<file path="config.mk">
export PLATFORM = sky130hd
export DESIGN_NAME = cpu_ctrl_fsm
export DESIGN_NICKNAME = d
export VERILOG_FILES = /design/src/rtl/cpu_ctrl_pkg.sv /design/src/rtl/cpu_ctrl_fsm_wait_cnt.sv /design/src/rtl/cpu_ctrl_fsm.sv
export SDC_FILE = /design/constraint.sdc
export NUM_CORES = 1
export LEC_CHECK = 0
export CAP_MARGIN = 20
export CORE_MARGIN = 10
export CORE_UTILIZATION = 50
export CTS_BUF_LIST = sky130_fd_sc_hd__clkbuf_4 sky130_fd_sc_hd__clkbuf_8 sky130_fd_sc_hd__clkbuf_16
export DETAILED_ROUTE_END_ITERATION = 7
export GPL_ROUTABILITY_DRIVEN = 0
export PLACE_DENSITY = 0.81
export SLEW_MARGIN = 20
export SYNTH_ARGS = -nofsm -noshare
export SYNTH_HDL_FRONTEND = slang
export SYNTH_HIERARCHICAL = 1
export SYNTH_SLANG_ARGS = --single-unit
</file>
<file path="constraint.sdc">
create_clock -name clk -period 4.8 [get_ports clk]
set_input_delay 0.48 -clock clk [delete_from_list [all_inputs] [get_ports clk]]
set_output_delay 0.48 -clock clk [all_outputs]
set_load 0.01 [all_outputs]
</file>
<file path="src/rtl/cpu_ctrl_pkg.sv">
// Shared types and encodings for the fetch/decode/execute controller.
// Imported by the sequencer and its wait-state counter.
package cpu_ctrl_pkg;

    typedef enum logic [4:0] {
        RST,
        IF1,
        IF2,
        UPDATE_PC,
        DECODE,
        WRITE_IMM,
        GET_A,
        GET_B,
        ALU_B,
        ALU_AB,
        ALU_CMP,
        WB_RD,
        ADDR_CALC,
        LD_ADDR,
        LD_MEM,
        LD_WB,
        GET_RD,
        ST_PASS,
        ST_MEM,
        HALT
    } state_t;

    localparam logic [1:0] MEM_NONE  = 2'b00;
    localparam logic [1:0] MEM_READ  = 2'b01;
    localparam logic [1:0] MEM_WRITE = 2'b10;

    localparam logic [1:0] VSEL_C     = 2'b00;
    localparam logic [1:0] VSEL_PC    = 2'b01;
    localparam logic [1:0] VSEL_IMM   = 2'b10;
    localparam logic [1:0] VSEL_MDATA = 2'b11;

    localparam logic [2:0] NSEL_RN = 3'b001;
    localparam logic [2:0] NSEL_RD = 3'b010;
    localparam logic [2:0] NSEL_RM = 3'b100;

    // {opcode, op} encodings
    localparam logic [4:0] INS_MOV_IMM = 5'b11010;
    localparam logic [4:0] INS_MOV_SH  = 5'b11000;
    localparam logic [4:0] INS_MVN     = 5'b10111;
    localparam logic [4:0] INS_ADD     = 5'b10100;
    localparam logic [4:0] INS_AND     = 5'b10110;
    localparam logic [4:0] INS_CMP     = 5'b10101;
    localparam logic [4:0] INS_LDR     = 5'b01100;
    localparam logic [4:0] INS_STR     = 5'b10000;

    function automatic logic is_halt(input logic [4:0] ins);
        return ins[4:2] == 3'b111;
    endfunction

    function automatic logic is_mem(input logic [4:0] ins);
        return (ins == INS_LDR) || (ins == INS_STR);
    endfunction

endpackage

</file>
<file path="src/rtl/cpu_ctrl_fsm_wait_cnt.sv">
// Memory wait-state counter shared by instruction fetch and data load.
// done is high once MEM_WAIT stall cycles have elapsed since the last clear.
module ctrl_wait_cnt #(
    parameter int MEM_WAIT = 0,
    parameter int CNT_W    = 4
) (
    input  logic clk,
    input  logic rst,
    input  logic en,
    input  logic clr,
    output logic done
);

    logic [CNT_W-1:0] count;

    always_ff @(posedge clk) begin
        if (!rst) begin
            count <= '0;
        end else if (clr) begin
            count <= '0;
        end else if (en) begin
            count <= count + CNT_W'(1);
        end
    end

    assign done = (count == CNT_W'(MEM_WAIT));

endmodule

</file>
<file path="src/rtl/cpu_ctrl_fsm.sv">
// Autonomous fetch/decode/execute sequencer for the simple RISC datapath.
// Moore machine: every control output is a function of the current state only.
module cpu_ctrl_fsm #(
    parameter int MEM_WAIT = 0,
    parameter int CNT_W    = 4
) (
    input  logic       clk,
    input  logic       rst,
    input  logic [2:0] opcode,
    input  logic [1:0] op,
    output logic       loada,
    output logic       loadb,
    output logic       loadc,
    output logic       loads,
    output logic       asel,
    output logic       bsel,
    output logic       write,
    output logic [1:0] vsel,
    output logic [2:0] nsel,
    output logic       load_pc,
    output logic       reset_pc,
    output logic       load_ir,
    output logic       load_addr,
    output logic       addr_sel,
    output logic [1:0] mem_cmd,
    output logic       halted
);

    import cpu_ctrl_pkg::*;

    state_t     state;
    state_t     next_state;
    logic [4:0] ins;
    logic       cnt_en;
    logic       cnt_clr;
    logic       cnt_done;

    assign ins = {opcode, op};

    ctrl_wait_cnt #(
        .MEM_WAIT(MEM_WAIT),
        .CNT_W   (CNT_W)
    ) u_wait_cnt (
        .clk (clk),
        .rst (rst),
        .en  (cnt_en),
        .clr (cnt_clr),
        .done(cnt_done)
    );

    always_ff @(posedge clk) begin
        if (!rst) begin
            state <= RST;
        end else begin
            state <= next_state;
        end
    end

    always_comb begin
        next_state = state;
        loada      = 1'b0;
        loadb      = 1'b0;
        loadc      = 1'b0;
        loads      = 1'b0;
        asel       = 1'b0;
        bsel       = 1'b0;
        write      = 1'b0;
        vsel       = VSEL_C;
        nsel       = '0;
        load_pc    = 1'b0;
        reset_pc   = 1'b0;
        load_ir    = 1'b0;
        load_addr  = 1'b0;
        addr_sel   = 1'b0;
        mem_cmd    = MEM_NONE;
        halted     = 1'b0;
        cnt_en     = 1'b0;
        cnt_clr    = 1'b0;

        case (state)
            RST: begin
                reset_pc   = 1'b1;
                load_pc    = 1'b1;
                next_state = IF1;
            end
            IF1: begin
                addr_sel = 1'b1;
                mem_cmd  = MEM_READ;
                cnt_en   = 1'b1;
                // Counter is cleared on the exit cycle so LD_MEM starts from zero.
                if (cnt_done) begin
                    cnt_clr    = 1'b1;
                    next_state = IF2;
                end
            end
            IF2: begin
                addr_sel   = 1'b1;
                mem_cmd    = MEM_READ;
                load_ir    = 1'b1;
                next_state = UPDATE_PC;
            end
            UPDATE_PC: begin
                load_pc    = 1'b1;
                next_state = DECODE;
            end
            DECODE: begin
                if (is_halt(ins)) begin
                    next_state = HALT;
                end else begin
                    case (ins)
                        INS_MOV_IMM:                next_state = WRITE_IMM;
                        INS_MOV_SH, INS_MVN:        next_state = GET_B;
                        INS_ADD, INS_AND, INS_CMP,
                        INS_LDR, INS_STR:           next_state = GET_A;
                        default:                    next_state = IF1;
                    endcase
                end
            end
            WRITE_IMM: begin
                nsel       = NSEL_RN;
                vsel       = VSEL_IMM;
                write      = 1'b1;
                next_state = IF1;
            end
            GET_A: begin
                nsel       = NSEL_RN;
                loada      = 1'b1;
                next_state = is_mem(ins) ? ADDR_CALC : GET_B;
            end
            GET_B: begin
                nsel  = NSEL_RM;
                loadb = 1'b1;
                case (ins)
                    INS_MOV_SH, INS_MVN: next_state = ALU_B;
                    INS_CMP:             next_state = ALU_CMP;
                    default:             next_state = ALU_AB;
                endcase
            end
            ALU_B: begin
                asel       = 1'b1;
                loadc      = 1'b1;
                next_state = WB_RD;
            end
            ALU_AB: begin
                loadc      = 1'b1;
                next_state = WB_RD;
            end
            ALU_CMP: begin
                loads      = 1'b1;
                next_state = IF1;
            end
            WB_RD: begin
                nsel       = NSEL_RD;
                vsel       = VSEL_C;
                write      = 1'b1;
                next_state = IF1;
            end
            ADDR_CALC: begin
                bsel       = 1'b1;
                loadc      = 1'b1;
                next_state = LD_ADDR;
            end
            LD_ADDR: begin
                load_addr  = 1'b1;
                next_state = (ins == INS_LDR) ? LD_MEM : GET_RD;
            end
            LD_MEM: begin
                mem_cmd = MEM_READ;
                cnt_en  = 1'b1;
                if (cnt_done) begin
                    cnt_clr    = 1'b1;
                    next_state = LD_WB;
                end
            end
            LD_WB: begin
                mem_cmd    = MEM_READ;
                nsel       = NSEL_RD;
                vsel       = VSEL_MDATA;
                write      = 1'b1;
                next_state = IF1;
            end
            GET_RD: begin
                nsel       = NSEL_RD;
                loadb      = 1'b1;
                next_state = ST_PASS;
            end
            ST_PASS: begin
                asel       = 1'b1;
                loadc      = 1'b1;
                next_state = ST_MEM;
            end
            ST_MEM: begin
                mem_cmd    = MEM_WRITE;
                next_state = IF1;
            end
            HALT: begin
                halted     = 1'b1;
                next_state = HALT;
            end
            default: begin
                next_state = RST;
            end
        endcase
    end

endmodule

</file>
==> results of run 1 <==
-- worst paths after layout --
| path | start | endpoint | slack [ps] |
|---|---|---|---|
| setup reg to reg | state[1] | u_wait_cnt/count[3] | 2540 |
| setup / recovery | state[1] | loada | 1960 |
| hold / removal | u_wait_cnt/count[3] | u_wait_cnt/count[3] | 540 |
| hold reg to reg | u_wait_cnt/count[3] | u_wait_cnt/count[3] | 540 |
-- report_power, final --
group | switching [mW] | internal, mW | total [mW]
Combinational | 0.157 | 0.150 | 0.308
Clock | 0.0248 | 0.0376 | 0.0624
Sequential | 0.0587 | 0.0885 | 0.147
Total | 0.241 | 0.276 | 0.517
-- registers in the layout, summed over array words and instances, names as in the netlist --
name and flops:
u_wait_cnt/count 4, state 5
-- placed cells by master, fill, tap and decap left out, types with 2 or more instances in the layout --
master	instances
nand3_1	6
a31oi_1	2
inv_1	4
nor3_1	9
clkdlybuf4s50_1	26
mux2i_1	2
or3_1	2
nor2b_1	7
o22ai_1	3
o31ai_1	2
nand2_1	22
nor2_1	23
a21oi_1	16
nor3b_1	2
nand3b_1	3
nand2b_1	8
ha_1	2
clkbuf_4	4
dfxtp_1	9
o21ai_0	5
-- cell families (layout without fill, tap and decap cells) --
family / after synthesis / in the layout / synth area share [%]
compound gates: 42 / 42 / 25.4
xor+xnor: 2 / 2 / 1.64
fa+ha+maj: 3 / 3 / 3.28
buf+inv: 18 / 35 / 8.32
flops: 9 / 9 / 16.9
mux: 2 / 2 / 1.88
simple gates: 91 / 91 / 42.6
-- metal layers --
metal | track usage (%) | vias up | wire length, um
met5 | 0 | - | 0
met4 | 5.24 | 0 | 24
met3 | 2.54 | 4 | 214
met2 | 24.3 | 41 | 1560
met1 | 16.2 | 557 | 1260
li1 | - | 626 | -
-- area by class of cell --
type	count	area, um^2	share of cell area (%)
flip-flops and latches	9	180	13.6
clock buffers	4	30.0	2.27
multi-input cells	140	798	60.4
well taps	27	33.8	2.56
repair buffers	26	260	19.7
inverters	5	18.8	1.42
-- worst register-to-register path: cells and delay by family, from the launching register on --
kind,cells,cell delay [ps]
flip-flops,1,790
multiplexers,1,90
AND/OR/NAND/NOR,4,790
AO/OA/AOI/OAI,1,470
==> run summary, run 1 <==
Post-DRT Antenna Nets: 0
setup TNS: 0 ps
post-synth top area cell: dfxtp_1
Worst Reg2Reg Path Length in Cells: 6
largest net degree at the start of global routing: 25
Core Region: 2000 um^2
CTS tree: yes
die height: 66.2 um
post-synthesis sequential area ratio: 16.9%
cts bufs inserted: 3
drt drc: 0
cell area after synthesis: 1070 um^2
Worst EP required: 4320 ps
Via density: 5.82
Netlist cell types: 50
Initial Util: 53.3%
Final period util: 59.2%
power per cell area: 391 nW/um^2
Clock Latency Late Sink: 260 ps
arrival time worst endpoint: 2360 ps
PnR Total Power: 517 uW
Die W: 66.2 um
CP endpoint kind: output pin
dpl cells: 207
post-cts repair resize count: 0
detailed placement HPWL: 2330 um
syn avg cell area: 6.39 um^2
Root Buffer: clkbuf_4
crit-path max cell delay: 790 ps
most instantiated cells after synthesis: nor2_1 (23), nand2_1 (22), a21oi_1 (16)
post-CTS setup buffer count: 0
Post-Syn Instances: 167
I/O Buffers: 26
Final Routed Wirelength: 3060 um
Area after DPL: 1290 um^2
Slowest-stage cell, CP: dfxtp_1
area delta synth->final: 23.8%
Final Non-Filler Cells: 211
H-tree Lvls: 1
Vias: 1228
gr ovfl total: 0
Wirelength per Cell: 14.5 um
FFs w/ async S/R, synth: 0%
Post-synth top flop: dfxtp_1
Fmax achieved: 0.352 GHz
final instance area: 1320 um^2
Crit Path Class: flip-flop to output pin
area share of the largest cell type after synthesis: 16.9%
Crit Path Max Fanout: 24
Seq cells post-synth: 9
row cnt: 16
Startpoint Class: flip-flop
Fin. Hold Viols: 0
worst vdd ir: 0.277 mV
maximum clock path buffer count: 2
Die ar.: 4380 um^2
Sink Count: 9
Hold WS: 537 ps
Period minus WS final: 2840 ps
status: finished clean
# nets final: 194
setup ws final: 1960 ps
cts hold-fix bufs: 0
DP Worst Slack: 2270 ps
RSZ-0062 raised after global routing: no
Synth area leaders: dfxtp_1 (17%), nor2_1 (8.1%), nand2_1 (7.7%), a21oi_1 (7.5%), nand2b_1 (4.7%)
Hold WC Path Type: flip-flop to flip-flop
total leakage power: 0.477 nW
worst slew pin tran: 772 ps
# setup viols final: 0
Reg clk slew, reported paths: 60 ps
layout cells sized above 1: 5.43%
worst rel slew slack: 48.5%
CP delay by family, top: buffers and inverters
first drt pass iteration count: 4
most common cell in the netlist: nor2_1
fin util: 66.0%
initial antenna violation count: 0
crit-path cells: inv_1, nor4_1, clkdlybuf4s50_1
CP Buf/Inv Count: 2
Final Max Slew Viols: 0
io pins: 27
vias in the first global route: 1122
antenna cells: 0
max-cap check violation count: 0
hold path depth: 2
gr usage total: 13.9%
Ys Warns: 6
Net Count, Synth: 176
Crit path depth: 3
fill count: 196
global-route wire length before repair: 5040 um
DRT iter0 DRCs: 47
number of flops mapped to enable cells by yosys: 0
Final Skew: 2.26 ps
(Power assumes the default switching activity.)
==> inputs of run 2 (changes only) <==
Settings changed: CORE_UTILIZATION 50 to 49, PLACE_DENSITY 0.81 to 0.8.
Clock period 4.8 ns to 2.75 ns, I/O delays scaled along.
==> run summary, run 2 (synthesized netlist as in run 1, its figures left out) <==
status: finished clean (unchanged)
global-route wire length before repair: 5070 um (was 5040 um)
post-CTS setup buffer count: 0 (unchanged)
CTS tree: yes (unchanged)
initial antenna violation count: 0 (unchanged)
vias in the first global route: 1150 (was 1122)
Hold WC Path Type: flip-flop to flip-flop (unchanged)
power per cell area: 684 nW/um^2 (was 391 nW/um^2)
Reg area: 180 um^2 (unchanged)
setup TNS: 0 ps (unchanged)
hold path depth: 2 (unchanged)
H-tree Lvls: 1 (unchanged)
crit-path cells: nand2_1, nor3_1, clkdlybuf4s50_1 (was inv_1, nor4_1, clkdlybuf4s50_1)
Clock Latency Late Sink: 250 ps (was 260 ps)
# setup viols final: 0 (unchanged)
Slowest-stage cell, CP: dfxtp_1 (unchanged)
antenna cells: 0 (unchanged)
Fin. Hold Viols: 0 (unchanged)
Reg clk slew, reported paths: 60 ps (about the same)
most common cell after layout, fill and taps aside: clkdlybuf4s50_1 (unchanged)
Die W: 66.7 um (was 66.2 um)
Worst Reg2Reg Path Length in Cells: 6 (unchanged)
Wirelength per Cell: 14.6 um (was 14.5 um)
gr ovfl total: 0 (unchanged)
area delta synth->final: 25.2% (was 23.8%)
Initial Util: 52.8% (was 53.3%)
row cnt: 16 (unchanged)
RSZ-0062 raised after global routing: no (unchanged)
Sink Count: 9 (unchanged)
post-cts repair resize count: 0 (unchanged)
max reg flops: 5 (unchanged)
drt drc: 0 (unchanged)
Core Region: 2020 um^2 (was 2000 um^2)
worst vdd ir: 0.438 mV (was 0.277 mV)
Worst EP required: 2480 ps (was 4320 ps)
Final Routed Wirelength: 3100 um (was 3060 um)
Vias: 1275 (was 1228)
# nets final: 196 (was 194)
cts hold-fix bufs: 0 (unchanged)
DRT iter0 DRCs: 86 (was 47)
io pins: 27 (unchanged)
gr usage total: 13.8% (was 13.9%)
Crit Path Class: flip-flop to output pin (unchanged)
detailed placement HPWL: 2380 um (was 2330 um)
largest net degree at the start of global routing: 25 (unchanged)
Final Max Slew Viols: 0 (unchanged)
crit-path max cell delay: 790 ps (about the same)
worst rel slew slack: 51.3% (was 48.5%)
commonest non-fill, non-tap cells in the layout: clkdlybuf4s50_1 (26), nor2_1 (23), nand2_1 (22) (unchanged)
area of the multi-input gates: 798 um^2 (unchanged)
max-cap check violation count: 0 (unchanged)
first drt pass iteration count: 4 (unchanged)
total leakage power: 0.488 nW (was 0.477 nW)
maximum clock path buffer count: 2 (unchanged)
Via density: 5.99 (was 5.82)
I/O Buffers: 26 (unchanged)
Final Skew: 1.61 ps (was 2.26 ps)
CP endpoint kind: output pin (unchanged)
biggest regs: state x5, u_wait_cnt/count x4 (unchanged)
arrival time worst endpoint: 2230 ps (was 2360 ps)
Post-DRT Antenna Nets: 0 (unchanged)
largest reg by FF count: state (unchanged)
Period minus WS final: 2500 ps
fin util: 66.1% (was 66.0%)
Die ar.: 4440 um^2 (was 4380 um^2)
Fmax achieved: 0.400 GHz
Final period util: 91.0%
Startpoint Class: flip-flop (unchanged)
die height: 66.7 um (was 66.2 um)
fill count: 195 (was 196)
cts bufs inserted: 3 (unchanged)
Root Buffer: clkbuf_4 (unchanged)
worst slew pin tran: 730 ps (was 772 ps)
layout cells sized above 1: 6.45% (was 5.43%)
Crit Path Max Fanout: 24 (unchanged)
run 2: critical path, delay by kind of cell, from the launching register on:
| family | cells | cell delay [ps] |
|---|---|---|
| flops | 1 | 790 |
| simple gates | 2 | 590 |
| buf+inv | 1 | 590 |
run 2: layer usage:
metal | share of wire [%] | track usage, % | up-vias
met4 | 0.55 | 6.28 | 0
met2 | 51 | 24.1 | 57
li1 | - | - | 632
met1 | 40 | 15.8 | 582
met5 | 0 | 0 | -
met3 | 8.4 | 2.34 | 4
run 2: worst paths after layout:
path	startpoint	to	slack [ps]
worst max register to register	state[3]	u_wait_cnt/count[3]	660
worst min-delay path	u_wait_cnt/count[3]	u_wait_cnt/count[3]	510
worst max-delay path	state[3]	load_addr	250
worst min register to register	u_wait_cnt/count[3]	u_wait_cnt/count[3]	510
run 2: area by class of cell:
class / count / share of cell area [%]
clock buffer: 4 / 2.25
inverter: 5 / 1.40
multi-input combinational: 140 / 59.7
sequential: 9 / 13.5
tap: 27 / 2.53
timing repair buffer: 28 / 20.6
run 2: metrics by stage:
step / worst slack (ps) / power [mW] / hold slack (ps) / instances / cell area [um^2]
floorplan: 957 / 0.592 / 403 / 167 / 1070
global placement: 641 / 0.792 / 496 / 209 / 1310
detailed placement: 569 / 0.801 / 505 / 209 / 1310
CTS: 278 / 0.917 / 515 / 213 / 1340
global route: 92.5 / 0.997 / 541 / 213 / 1340
finish: 247 / 0.914 / 510 / 213 / 1340
run 2: report_power, final:
part	total [mW]	internal [mW]	switching (mW)
Clock	0.109	0.0656	0.0434
Combinational	0.574	0.271	0.304
Sequential	0.231	0.154	0.0762
Total	0.914	0.491	0.424
==> inputs of run 3 (changes only) <==
Settings changed: CORE_MARGIN 10 to unset.
==> run summary, run 3 (synthesized netlist as in run 1, its figures left out) <==
status: finished clean (unchanged)
Vias: 1273 (was 1275)
PnR Total Power: 904 uW (was 914 uW)
r2r startpoint: state[3] (unchanged)
die height: 48.7 um (was 66.7 um)
fill count: 195 (unchanged)
first drt pass iteration count: 4 (unchanged)
power per cell area: 680 nW/um^2 (was 684 nW/um^2)
fin util: 66.4% (was 66.1%)
max-cap check violation count: 0 (unchanged)
CP endpoint kind: output pin (unchanged)
CTS tree: yes (unchanged)
Reg area: 180 um^2 (unchanged)
DRT iter0 DRCs: 31 (was 86)
area delta synth->final: 24.5% (was 25.2%)
DP Worst Slack: 475 ps (was 569 ps)
crit-path cells: nand2b_1, nor4_1, clkdlybuf4s50_1 (was nand2_1, nor3_1, clkdlybuf4s50_1)
RSZ-0062 raised after global routing: no (unchanged)
gr usage total: 24.8% (was 13.8%)
Initial Util: 53.3% (was 52.8%)
arrival time worst endpoint: 2340 ps (was 2230 ps)
H-tree Lvls: 1 (unchanged)
Period minus WS final: 2620 ps (was 2500 ps)
Final Skew: 4.00 ps (was 1.61 ps)
Final Max Slew Viols: 0 (unchanged)
CP Buf/Inv Count: 1 (unchanged)
Crit Path Max Fanout: 21 (was 24)
antenna cells: 0 (unchanged)
most common cell after layout, fill and taps aside: clkdlybuf4s50_1 (unchanged)
Die ar.: 2370 um^2 (was 4440 um^2)
largest net degree at the start of global routing: 25 (unchanged)
vias in the first global route: 1117 (was 1150)
largest reg by FF count: state (unchanged)
# setup viols final: 0 (unchanged)
worst rel slew slack: 51.6% (was 51.3%)
Die W: 48.7 um (was 66.7 um)
Sink Count: 9 (unchanged)
cts bufs inserted: 3 (unchanged)
commonest non-fill, non-tap cells in the layout: clkdlybuf4s50_1 (26), nor2_1 (23), nand2_1 (22) (unchanged)
hold wc startpoint: u_wait_cnt/count[3] (unchanged)
Reg clk slew, reported paths: 60 ps (about the same)
detailed placement HPWL: 2070 um (was 2380 um)
Startpoint Class: flip-flop (unchanged)
io pins: 27 (unchanged)
row cnt: 16 (unchanged)
Clock Latency Late Sink: 260 ps (was 250 ps)
post-cts repair resize count: 0 (unchanged)
Crit Path Class: flip-flop to output pin (unchanged)
layout cells sized above 1: 5.95% (was 6.45%)
Worst Setup SP: state[2] (was state[3])
Root Buffer: clkbuf_4 (unchanged)
Post-DRT Antenna Nets: 0 (unchanged)
Fin. Hold Viols: 0 (unchanged)
global-route wire length before repair: 4710 um (was 5070 um)
crit-path max cell delay: 770 ps (was 790 ps)
Final period util: 95.1% (was 91.0%)
gr ovfl total: 0 (unchanged)
Slowest-stage cell, CP: dfxtp_1 (unchanged)
I/O Buffers: 26 (unchanged)
Core Region: 2000 um^2 (was 2020 um^2)
drt drc: 0 (unchanged)
CP delay by family, top: flip-flops (unchanged)
post-CTS setup buffer count: 0 (unchanged)
setup TNS: 0 ps (unchanged)
cts hold-fix bufs: 0 (unchanged)
maximum clock path buffer count: 2 (unchanged)
total leakage power: 0.483 nW (was 0.488 nW)
Worst EP required: 2480 ps (about the same)
worst vdd ir: 0.502 mV (was 0.438 mV)
area of the multi-input gates: 798 um^2 (unchanged)
worst slew pin tran: 726 ps (was 730 ps)
max reg flops: 5 (unchanged)
# nets final: 195 (was 196)
Via density: 6.00 (was 5.99)
biggest regs: state x5, u_wait_cnt/count x4 (unchanged)
Fmax achieved: 0.382 GHz (was 0.400 GHz)
initial antenna violation count: 0 (unchanged)
Hold WC Path Type: flip-flop to flip-flop (unchanged)
Final Routed Wirelength: 2820 um (was 3100 um)
setup ws final: 133 ps (was 247 ps)
Wirelength per Cell: 13.3 um (was 14.6 um)
==> run 3: cell type report <==
| class | instances | area share, % |
|---|---|---|
| Clock buffer | 4 | 2.26 |
| Multi-Input combinational cell | 140 | 60.1 |
| Sequential cell | 9 | 13.6 |
| Tap cell | 27 | 2.54 |
| Timing Repair Buffer | 27 | 20.2 |
| Inverter | 5 | 1.41 |
==> run 3: power by group <==
part | internal [mW] | total [mW] | switching (mW)
clock | 0.0658 | 0.112 | 0.0459
sequential | 0.154 | 0.233 | 0.0784
combinational | 0.267 | 0.559 | 0.292
total | 0.488 | 0.904 | 0.416
==> run 3: stage by stage <==
stage	cells	hold WS [ps]	area [um^2]
5_1_grt	212	558	1330
6_report	212	528	1330
4_1_cts	212	521	1330
3_5_place_dp	208	507	1300
3_3_place_gp	208	490	1300
2_1_floorplan	167	403	1070
==> run 3: worst paths after layout <==
kind         depth (start not counted)  slack, ps             endpoint
min                                  2        530  u_wait_cnt/count[3]
max                                  3        130                loada
min reg2reg                          2        530  u_wait_cnt/count[3]
max reg2reg                          6        590  u_wait_cnt/count[3]
==> run 3: worst register-to-register path, delay by kind of cell (launching register included) <==
kind | cells | cell delay (ps)
flip-flops | 1 | 790
AO/OA/AOI/OAI | 1 | 170
multiplexers | 1 | 120
AND/OR/NAND/NOR | 4 | 1010
==> run 3: metal layers <==
layer / part of all wire (%) / GRT usage, % / up-vias
met3: 5.9 / 5.03 / 2
met5: 0 / 0 / -
li1: - / - / 634
met2: 50 / 43.8 / 52
met4: 0.85 / 6.86 / 0
met1: 43 / 30.2 / 585
